### config.mk
export PLATFORM = sky130hd
export DESIGN_NAME = parametric_alu
export DESIGN_NICKNAME = d
export VERILOG_FILES = /design/src/rtl/parametric_alu.sv
export SDC_FILE = /design/constraint.sdc
export NUM_CORES = 1
export LEC_CHECK = 0
export CAP_MARGIN = 20
export CORE_UTILIZATION = 40
export DETAILED_ROUTE_END_ITERATION = 8
export GPL_ROUTABILITY_DRIVEN = 0
export PLACE_DENSITY = 0.64
export SYNTH_ARGS = -nofsm -noshare
export SYNTH_HDL_FRONTEND = slang
export SYNTH_SLANG_ARGS = --single-unit
### constraint.sdc
create_clock -name Clock -period 8 [get_ports Clock]
set_input_delay 0.8 -clock Clock [delete_from_list [all_inputs] [get_ports Clock]]
set_output_delay 0.8 -clock Clock [all_outputs]
set_load 0.005 [all_outputs]
### src/rtl/parametric_alu.sv
// rtl/parametric_alu.sv - Width-parametric ALU with narrow/full mode and iterative MUL/DIV
// Single-cycle ops finish on the accept edge; MUL/DIV iterate W cycles in RUN.
module parametric_alu #(
  parameter int WIDTH = 16,
  parameter int HALF  = WIDTH / 2
) (
  input  logic             Clock,
  input  logic             Reset,
  input  logic [WIDTH-1:0] A,
  input  logic [WIDTH-1:0] B,
  input  logic [5:0]       FunSel,
  input  logic             WF,
  input  logic             Start,
  output logic             Busy,
  output logic             Done,
  output logic [WIDTH-1:0] ALUOut,
  output logic [WIDTH-1:0] ALUOutHi,
  output logic [3:0]       FlagsOut
);
  typedef enum logic [1:0] {IDLE, RUN, DONE} state_t;

  localparam int CW = $clog2(WIDTH + 1);
  localparam logic [WIDTH-1:0] MASK_F = {WIDTH{1'b1}};
  localparam logic [WIDTH-1:0] MASK_N = {{(WIDTH-HALF){1'b0}}, {HALF{1'b1}}};
  localparam logic [WIDTH-1:0] TOP_F  = {1'b1, {(WIDTH-1){1'b0}}};
  localparam logic [WIDTH-1:0] TOP_N  = MASK_N ^ (MASK_N >> 1);
  localparam logic [WIDTH:0]   CBIT_F = {1'b1, {WIDTH{1'b0}}};
  localparam logic [WIDTH:0]   CBIT_N = {1'b0, TOP_N} << 1;

  state_t             state;
  logic [CW-1:0]      cnt, last;
  logic               div_r, wf_r, mode_r;
  logic [WIDTH-1:0]   mask_r, top_r, b_r, mplier, quo, rem;
  logic [2*WIDTH-1:0] prod, mcand;

  logic [WIDTH-1:0]   mask_in, top_in, a_in, b_in, res;
  logic [WIDTH:0]     cbit_in, sum;
  logic               a_msb, b_msb, s_msb, c_n, o_n, op_valid, is_md;

  // Operands are masked to the effective width, so msb/carry are picked with one-hot masks.
  always_comb begin
    mask_in  = FunSel[5] ? MASK_F : MASK_N;
    top_in   = FunSel[5] ? TOP_F : TOP_N;
    cbit_in  = FunSel[5] ? CBIT_F : CBIT_N;
    a_in     = A & mask_in;
    b_in     = B & mask_in;
    a_msb    = |(a_in & top_in);
    b_msb    = |(b_in & top_in);
    is_md    = (FunSel[4:0] == 5'd16) || (FunSel[4:0] == 5'd17);
    sum      = '0;
    s_msb    = 1'b0;
    res      = '0;
    c_n      = FlagsOut[2];
    o_n      = FlagsOut[0];
    op_valid = 1'b1;
    case (FunSel[4:0])
      5'd0:  res = a_in;
      5'd1:  res = b_in;
      5'd2:  res = ~a_in & mask_in;
      5'd3:  res = ~b_in & mask_in;
      5'd4, 5'd5: begin
        sum   = {1'b0, a_in} + {1'b0, b_in} + {{WIDTH{1'b0}}, FunSel[0] & FlagsOut[2]};
        res   = sum[WIDTH-1:0] & mask_in;
        s_msb = |(sum[WIDTH-1:0] & top_in);
        c_n   = |(sum & cbit_in);
        o_n   = (a_msb == b_msb) && (s_msb != a_msb);
      end
      5'd6: begin
        sum   = {1'b0, a_in} - {1'b0, b_in};
        res   = sum[WIDTH-1:0] & mask_in;
        s_msb = |(sum[WIDTH-1:0] & top_in);
        c_n   = (a_in >= b_in);
        o_n   = (a_msb != b_msb) && (s_msb != a_msb);
      end
      5'd7:  res = a_in & b_in;
      5'd8:  res = a_in | b_in;
      5'd9:  res = a_in ^ b_in;
      5'd10: res = ~(a_in & b_in) & mask_in;
      5'd11: begin res = (a_in << 1) & mask_in; c_n = a_msb; end
      5'd12: begin res = a_in >> 1; c_n = a_in[0]; end
      5'd13: begin res = (a_in >> 1) | (a_msb ? top_in : '0); c_n = a_in[0]; end
      5'd14: begin
        res = ((a_in << 1) | {{(WIDTH-1){1'b0}}, FlagsOut[2]}) & mask_in;
        c_n = a_msb;
      end
      5'd15: begin res = (a_in >> 1) | (FlagsOut[2] ? top_in : '0); c_n = a_in[0]; end
      default: op_valid = 1'b0;
    endcase
  end

  logic [2*WIDTH-1:0] prod_nx;
  logic [WIDTH:0]     rem_sh;
  logic               ge;
  logic [WIDTH-1:0]   rem_nx, quo_nx, md_lo, md_hi;

  // One shift-add / restoring-divide step; the last step's result goes straight to the outputs.
  always_comb begin
    last    = mode_r ? CW'(WIDTH - 1) : CW'(HALF - 1);
    prod_nx = mplier[0] ? prod + mcand : prod;
    rem_sh  = {rem, |(quo & top_r)};
    ge      = rem_sh >= {1'b0, b_r};
    rem_nx  = ge ? rem_sh[WIDTH-1:0] - b_r : rem_sh[WIDTH-1:0];
    quo_nx  = ((quo << 1) | {{(WIDTH-1){1'b0}}, ge}) & mask_r;
    if (div_r) begin
      md_lo = quo_nx;
      md_hi = rem_nx;
    end else begin
      md_lo = prod_nx[WIDTH-1:0] & mask_r;
      md_hi = (mode_r ? prod_nx[WIDTH +: WIDTH] : prod_nx[HALF +: WIDTH]) & mask_r;
    end
  end

  always_ff @(posedge Clock) begin
    if (!Reset) begin
      state <= IDLE; Busy <= 1'b0; Done <= 1'b0;
      ALUOut <= '0; ALUOutHi <= '0; FlagsOut <= 4'b0000;
      cnt <= '0; div_r <= 1'b0; wf_r <= 1'b0; mode_r <= 1'b0;
      mask_r <= '0; top_r <= '0; b_r <= '0;
      mplier <= '0; quo <= '0; rem <= '0; prod <= '0; mcand <= '0;
    end else begin
      case (state)
        RUN: begin
          prod   <= prod_nx;
          mcand  <= mcand << 1;
          mplier <= mplier >> 1;
          rem    <= rem_nx;
          quo    <= quo_nx;
          cnt    <= cnt + 1'b1;
          if (cnt == last) begin
            state    <= DONE;
            Busy     <= 1'b0;
            Done     <= 1'b1;
            ALUOut   <= md_lo;
            ALUOutHi <= md_hi;
            if (wf_r)
              FlagsOut <= {md_lo == '0, FlagsOut[2], |(md_lo & top_r),
                           div_r ? (b_r == '0) : (md_hi != '0)};
          end
        end
        default: begin
          state <= IDLE;
          Done  <= 1'b0;
          if (Start) begin
            if (is_md) begin
              state  <= RUN;
              Busy   <= 1'b1;
              div_r  <= FunSel[0];
              wf_r   <= WF;
              mode_r <= FunSel[5];
              mask_r <= mask_in;
              top_r  <= top_in;
              b_r    <= b_in;
              prod   <= '0;
              mcand  <= {{WIDTH{1'b0}}, a_in};
              mplier <= b_in;
              rem    <= '0;
              quo    <= a_in;
              cnt    <= '0;
            end else begin
              state    <= DONE;
              Done     <= 1'b1;
              ALUOut   <= res;
              ALUOutHi <= '0;
              if (WF && op_valid)
                FlagsOut <= {res == '0, c_n, |(res & top_in), o_n};
            end
          end
        end
      endcase
    end
  end
endmodule

* Word level (Yosys, flattened, before mapping)
Index checks and enable logic that the tools add are counted.
** Storage, ports and cells
- Bits of input ports :: 42
- Flip-flop bits (word level) :: 208
- Output and inout port bits :: 38
** Operators by class
- Add/sub/neg operators :: 6
- Bitwise logic cells :: 34
- Mux-type cells :: 60
- Equality and inequality tests :: 26
- Reduce and logical (&&, ||, !) cells :: 35
- Order comparisons :: 2
** Operator list (count)
- 2-to-1 mux 16 bit :: 22
- bitwise AND 16 bit :: 20
- case mux 16 bit (15 select lines) :: 1
- 2-to-1 mux 32 bit :: 7
- OR reduction 16 bit :: 8
- logical NOT 16 bit :: 3
- inverter 16 bit :: 3
- 2-to-1 mux 15 bit :: 3
- equality test 5 x 4 -> 1 bit (second input constant) :: 8
- adder 32 bit :: 1
- OR 15 x 16 -> 16 bit :: 2
- OR 16 x 1 -> 16 bit :: 2
- subtractor 16 bit :: 2
- 2-to-1 mux 4 bit :: 7
- equality test 5 x 3 -> 1 bit (second input constant) :: 4
- adder 16 x 16 -> 17 bit :: 1
- adder 17 x 1 -> 17 bit :: 1
- bitwise AND 17 bit :: 1
- greater-or-equal comparator 17 x 16 -> 1 bit :: 1
- 2-to-1 mux 17 bit :: 1
- OR reduction 17 bit :: 1
- greater-or-equal comparator 16 bit :: 1
- OR 16 bit :: 1
- nonzero test 16 bit :: 1
- other kinds (30) :: 61

* Longest topological paths before layout
- Depth after elaboration :: 13
- Mapped depth :: 19
- Gate-level depth less buffers :: 15

* Worst setup path after synthesis
No wires, ideal clock.
- Kind :: input port to flip-flop
- From :: input port FunSel[5]
- To :: register FlagsOut[3]
- Required time :: 7.943 ns
- Arrival time :: 4.327 ns
- Stages :: 18
- Library setup time :: 0.057 ns
- Slack :: 3.616 ns
- Cells stage by stage :: buf_2 > buf_2 > clkbuf_1 > clkbuf_1 > clkbuf_1 > nand2_1 > inv_1 > ha_1 > nand2b_1 > or2_2 > clkbuf_1 > nand4_1 > o31ai_2 > mux2i_1 > a32oi_1 > or3_1 > nor4_1 > a21o_1
** On the way
- Elaborated cells between the ends (all ways) :: 33
** RTL lines
- from (decl) :: line 11 : input logic [5:0] FunSel,
- 2-to-1 mux 16 bit (*) :: line 42 : mask_in = FunSel[5] ? MASK_F : MASK_N;
- bitwise AND 16 bit (*) :: line 46 : b_in = B & mask_in;
- net b_in[11] :: line 36 : logic [WIDTH-1:0] mask_in, top_in, a_in, b_in, res;
- adder 16 x 16 -> 17 bit / bitwise AND 16 bit (equally long branches) :: line 62, 75, 78
- adder 17 x 1 -> 17 bit / inverter 16 bit (equally long branches) :: line 62, 78
- bitwise AND 16 bit, on equally long branches :: line 63, 78
- case mux 16 bit (15 select lines) (*) :: line 56 : case (FunSel[4:0])
- logical NOT 16 bit (*) :: line 165 : FlagsOut <= {res == '0, c_n, |(res & top_in), o_n};
- 2-to-1 mux 4 bit (*) :: line 164 : if (WF && op_valid)
- 2-to-1 mux 4 bit (*) :: line 144 : if (is_md) begin
- 2-to-1 mux 4 bit (*) :: line 143 : if (Start) begin
- 2-to-1 mux 4 bit (*) :: line 121 : case (state)
- to (signal assigned) :: line 136 : FlagsOut <= {md_lo == '0, FlagsOut[2], |(md_lo & top_r),
- to (signal assigned) :: line 165
- to (decl) :: line 18 : output logic [3:0] FlagsOut
The timed path passes the listed nets; every way through them passes the cells marked *. The select of a mux whose other input is x is not followed.
A chain may end at the register's enable or synchronous reset.

* Worst setup path after layout
- From :: input port A[7]
- To :: register FlagsOut[0]
** On the way
- Cells in the longest elaborated chain, start to end :: 12
- Elaborated cells between the ends (all ways) :: 21
** Ends and longest elaborated chain
- from (decl) :: line 9 : input logic [WIDTH-1:0] A,
- bitwise AND 16 bit (*) :: line 45 : a_in = A & mask_in;
- adder 16 x 16 -> 17 bit :: line 62 : sum = {1'b0, a_in} + {1'b0, b_in} + {{WIDTH{1'b0}}, FunSel[0] & FlagsOut[2]};
- adder 17 x 1 -> 17 bit :: line 62
- bitwise AND 16 bit :: line 64 : s_msb = |(sum[WIDTH-1:0] & top_in);
- OR reduction 16 bit :: line 64
- inequality test 1 bit :: line 66 : o_n = (a_msb == b_msb) && (s_msb != a_msb);
- logical AND 1 bit :: line 66
- case mux 1 bit (2 select lines) (*) :: line 56
- 2-to-1 mux 4 bit (*) :: line 164
- 2-to-1 mux 4 bit (*) :: line 144
- 2-to-1 mux 4 bit (*) :: line 143
- 2-to-1 mux 4 bit (*) :: line 121
Mark *: on every way between the ends. The rest lies on a longest branch, timed or not. The select of a mux whose other input is x is not followed.

==> results.txt <==
- Floorplan row count: 68
- After clock tree synthesis, the clock-pin slew on the worst setup and hold paths is 0.07 ns.
- The initial antenna violation count is 0.
- Xor/xnor cell area share of the yosys netlist: 4.124%
- In the finished design, the share of the clock period the worst path needs comes to 59.77%.
- Cell with the largest stage delay on the worst path: clkdlybuf4s50_1
* Worst-path maximum fanout: 13
- After routing the design area is 0.01584 mm2.
* Share of layout cells above drive strength 1: 4.993%
- Cells fill 45.52% of the core in the end.
- Die height: 190.6 um
- Setup repair after global routing missed its margin: no
* Number of sinks on the clock net: 177
- Number of warnings reported in the yosys synthesis log: 0
- The floorplan step defined a die boundary enclosing 0.03633 mm2.
* Largest stage delay, worst path: 0.73 ns
- Tot GR Track Use: 29.27%
- Post-synthesis adder-cell area fraction: 8.529%
* Share of flip-flops with an asynchronous set or reset after synthesis: 0%
- Worst Hold Class: reg2reg
- Summed over all nets, the half-perimeter wirelength after detailed placement is 39.08 mm.
- Number of primary I/O pins: 80
- CP Launch Point: A[7]
- Gates resized during post-CTS repair numbered 0.
- Portion of the post-synthesis area used by sequential elements: 24.90%
- Antenna fix cells: 0
* Placed cell area: 0.01528 mm2
- Shortest period the worst path allows: 4.782 ns
- Average routed wire per standard cell: 21.73 um
- Crit. End Element: register
* H-tree levels: 4
* Combinational family with the most area after synthesis: compound AO/OA/AOI/OAI gates
- Worst Path Class, Setup: in2reg
- The final number of hold-violating endpoints is 0.
* Max-slew violations: 0
- The worst register-to-register path ends at FlagsOut[0].
* Register-to-register setup slack: 3.45 ns
- Cell Area, Synth: 0.01423 mm2
* Number of nets with antenna violations after detailed routing: 0
- For this configuration, the core starts out at a cell density of 40.89%.
- After detailed routing, the number of vias per cell comes to 6.402.
- Data on the critical path is required at its endpoint by 8.31 ns.
* End of the critical path: FlagsOut[0]
- Entering global routing, the biggest net connects 85 pins.
- Tightest Pin Transition: 1.175 ns
- Across the routed clock network, the largest skew measured is 0.01372 ns.
- First-pass GRT wire length: 82.74 mm
- STA classifies the critical path startpoint as a primary input.
* Synth Flop Type: dfxtp_1
* Via count: 15736
- Post-CTS setup buffers: 0
- Outcome: completed
- R2r worst-path depth: 15
- The number of placed instances, taps included, is 2426.
- Total setup violations reported at the end of the flow: 0
- Relative to the synthesized area, the layout overhead comes to 11.32%.
- The detailed router finished its first iteration with 2103 violations.
* Worst-skew pair later-pin latency: 0.45 ns
- The sequential cells in the finished layout cover a total of 0.003545 mm2.
- Data arrives at the worst endpoint at 5.09 ns.
- Post-Synth Simple-Gate Area: 23.68%
- Leak pwr: 6.053 nW
- In this run the mean area of a mapped cell was 7.090 um2.
* Number of input and output port buffers inserted: 79
- The portion of synthesized area spent on multiplexers is 2.954%.
- After technology mapping, the gate count stands at 2007.
- Total wire length: 53.42 mm
* Worst slew margin relative to its limit: 21.36%
- In this run, post-CTS hold repair placed 0 buffers.
- Multi-input logic area: 0.009892 mm2
- The final layout contains 2126 nets.
* Reported max-cap violation count: 0
- DRC violation count after routing: 0
- In this run, synthesis produced a sequential element count of 177.
- Count of flip-flops with a built-in enable after synthesis: 0
- Max Root-Sink Buffers: 2
- Number of global-route vias before repair: 14482
* Number of standard cells in the layout, taps in and fillers out: 2458
- FILL cells: 3541
- Static timing analysis puts the maximum clock frequency at 0.2091 GHz.
* Net count after synthesis: 2143
* CTS tree: built
* Length of the first detailed-routing pass in iterations: 7
- Core area: 0.03480 mm2
* Total congestion overflow after global routing: 0
- Share of the synthesized area in compound gates (AO/OA/AOI/OAI): 30.01%
- In this run, CTS created clock tree buffers numbering 17.
- For the final routed database, the setup TNS stands at 0 ns.
- Walking the worst path, the cells encountered are clkdlybuf4s50_1 > inv_1 > ha_1 > inv_1 > a221o_1 > a2bb2o_1 > or4_4 > o31ai_2 > xor2_1 > mux2i_1 > a21oi_1 > or3_1 > a21oi_1 > a41oi_1.
- Root Buffer Master: clkbuf_16
- The die is 190.6 um wide.
* Pwr/cell area: 136.4 mW/mm2
- In this run the critical register-to-register path is launched from quo[7].
- Synthesis instantiated 83 different standard cells from the library.
- Across the VDD grid, the largest voltage drop is 0.0001269 V.
[power by group]
group	internal, W	switching, W	leakage (nW)
Combinational	0.000153	0.000279	4.35
Sequential	0.000894	0.0000154	1.43
Clock	0.000417	0.000402	0.276
[cells in the final DEF (no fill, tap or decap), types with 7 or more instances in the layout]
cell | synthesis | layout
and2_1 | 14 | 14
or2_2 | 12 | 12
nand2b_1 | 25 | 24
a221oi_1 | 11 | 11
a31oi_1 | 36 | 36
a21oi_1 | 216 | 216
nor4_1 | 10 | 9
mux2i_1 | 33 | 33
a311oi_1 | 13 | 13
o21ai_0 | 107 | 107
nand2_1 | 267 | 266
nor3_1 | 44 | 44
nor2b_1 | 19 | 18
xor2_1 | 22 | 22
a211oi_1 | 32 | 32
xnor2_1 | 45 | 45
nand3_1 | 63 | 63
o221ai_1 | 12 | 12
o211ai_1 | 39 | 39
o22ai_1 | 18 | 18
or3_1 | 10 | 10
nor2_1 | 246 | 245
a21o_1 | 24 | 24
buf_4 | 0 | 30
o21a_1 | 10 | 10
a2111oi_0 | 7 | 7
ha_1 | 89 | 89
dfxtp_1 | 177 | 176
clkbuf_16 | 0 | 17
inv_1 | 68 | 68
nand4_1 | 23 | 23
o21bai_1 | 10 | 10
clkdlybuf4s50_1 | 0 | 78
a22oi_1 | 36 | 36
[routing by layer]
layer | GRT usage (%) | up-vias | part of all wire [%]
met4 | 14.28 | 0 | 5.0
met1 | 40.47 | 7307 | 43
met3 | 4.472 | 198 | 9.9
li1 | - | 7251 | -
met2 | 44.06 | 980 | 42
met5 | 0 | - | 0
[sequential cells by signal (all words and copies together) (netlist names)]
name,count
mcand,32
top_r,1
Done,1
wf_r,1
quo,16
b_r,16
mplier,16
FlagsOut,4
prod,32
cnt,5
Busy,1
ALUOutHi,16
rem,16
state,1
div_r,1
ALUOut,16
mask_r,2
[layout make-up]
type	count	share of cell area, %
clock inverter	14	0.7819
timing repair buffer	109	6.382
tap	455	3.594
multi-input combinational	1616	62.44
inverter	69	1.651
sequential	177	22.38
clock buffer	18	2.772
[per-stage QoR]
stage	hold slack [ns]	worst slack, ns	power [W]
after global routing	0.4831	3.011	0.002240
after detailed placement	0.4483	2.914	0.001342
after global placement	0.4420	2.990	0.001341
after floorplan	0.4366	3.616	0.001196
final	0.4556	3.218	0.002161
after CTS	0.4586	3.339	0.002152
[synth_stat cells (25+ instances only)]
| cell | number | share of area (%) |
|---|---|---|
| o211ai_1 | 39 | 2.1 |
| dfxtp_1 | 177 | 25 |
| nand2_1 | 267 | 7.0 |
| nand2b_1 | 25 | 1.1 |
| nor2_1 | 246 | 6.5 |
| buf_1 | 28 | 0.74 |
| o21ai_0 | 107 | 3.8 |
| a31oi_1 | 36 | 1.6 |
| nor3_1 | 44 | 1.5 |
| a22oi_1 | 36 | 1.9 |
| mux2i_1 | 33 | 2.3 |
| nand3_1 | 63 | 2.2 |
| a211oi_1 | 32 | 1.7 |
| xnor2_1 | 45 | 2.8 |
| ha_1 | 89 | 7.8 |
| a21oi_1 | 216 | 7.6 |
| inv_1 | 68 | 1.8 |
| clkbuf_1 | 109 | 2.9 |
[cells by family after synthesis]
group | count (synthesis)
simple gates | 758
compound gates | 658
buf+inv | 214
flops | 177
fa+ha+maj | 94
xor+xnor | 67
mux | 39
[critical path: cells and delay by family]
| family | cells | cell delay, ns |
|---|---|---|
| AO/OA/AOI/OAI | 6 | 1.29 |
| XOR/XNOR | 1 | 0.22 |
| adder cells (fa/ha/maj) | 1 | 0.50 |
| buffers and inverters | 3 | 1.08 |
| multiplexers | 1 | 0.21 |
| AND/OR/NAND/NOR | 2 | 0.98 |
[worst min path at each step]
stage	from	endpoint	slack, ns	depth (start not counted)
global route	ALUOutHi[13]	ALUOutHi[13]	0.48	2
detailed placement	ALUOutHi[11]	ALUOutHi[11]	0.45	2
finish	Busy	Busy	0.46	2
global placement	ALUOutHi[7]	ALUOutHi[7]	0.44	2
floorplan	wf_r	wf_r	0.44	2
CTS	ALUOutHi[11]	ALUOutHi[11]	0.46	2
(Power assumes the default switching activity.)
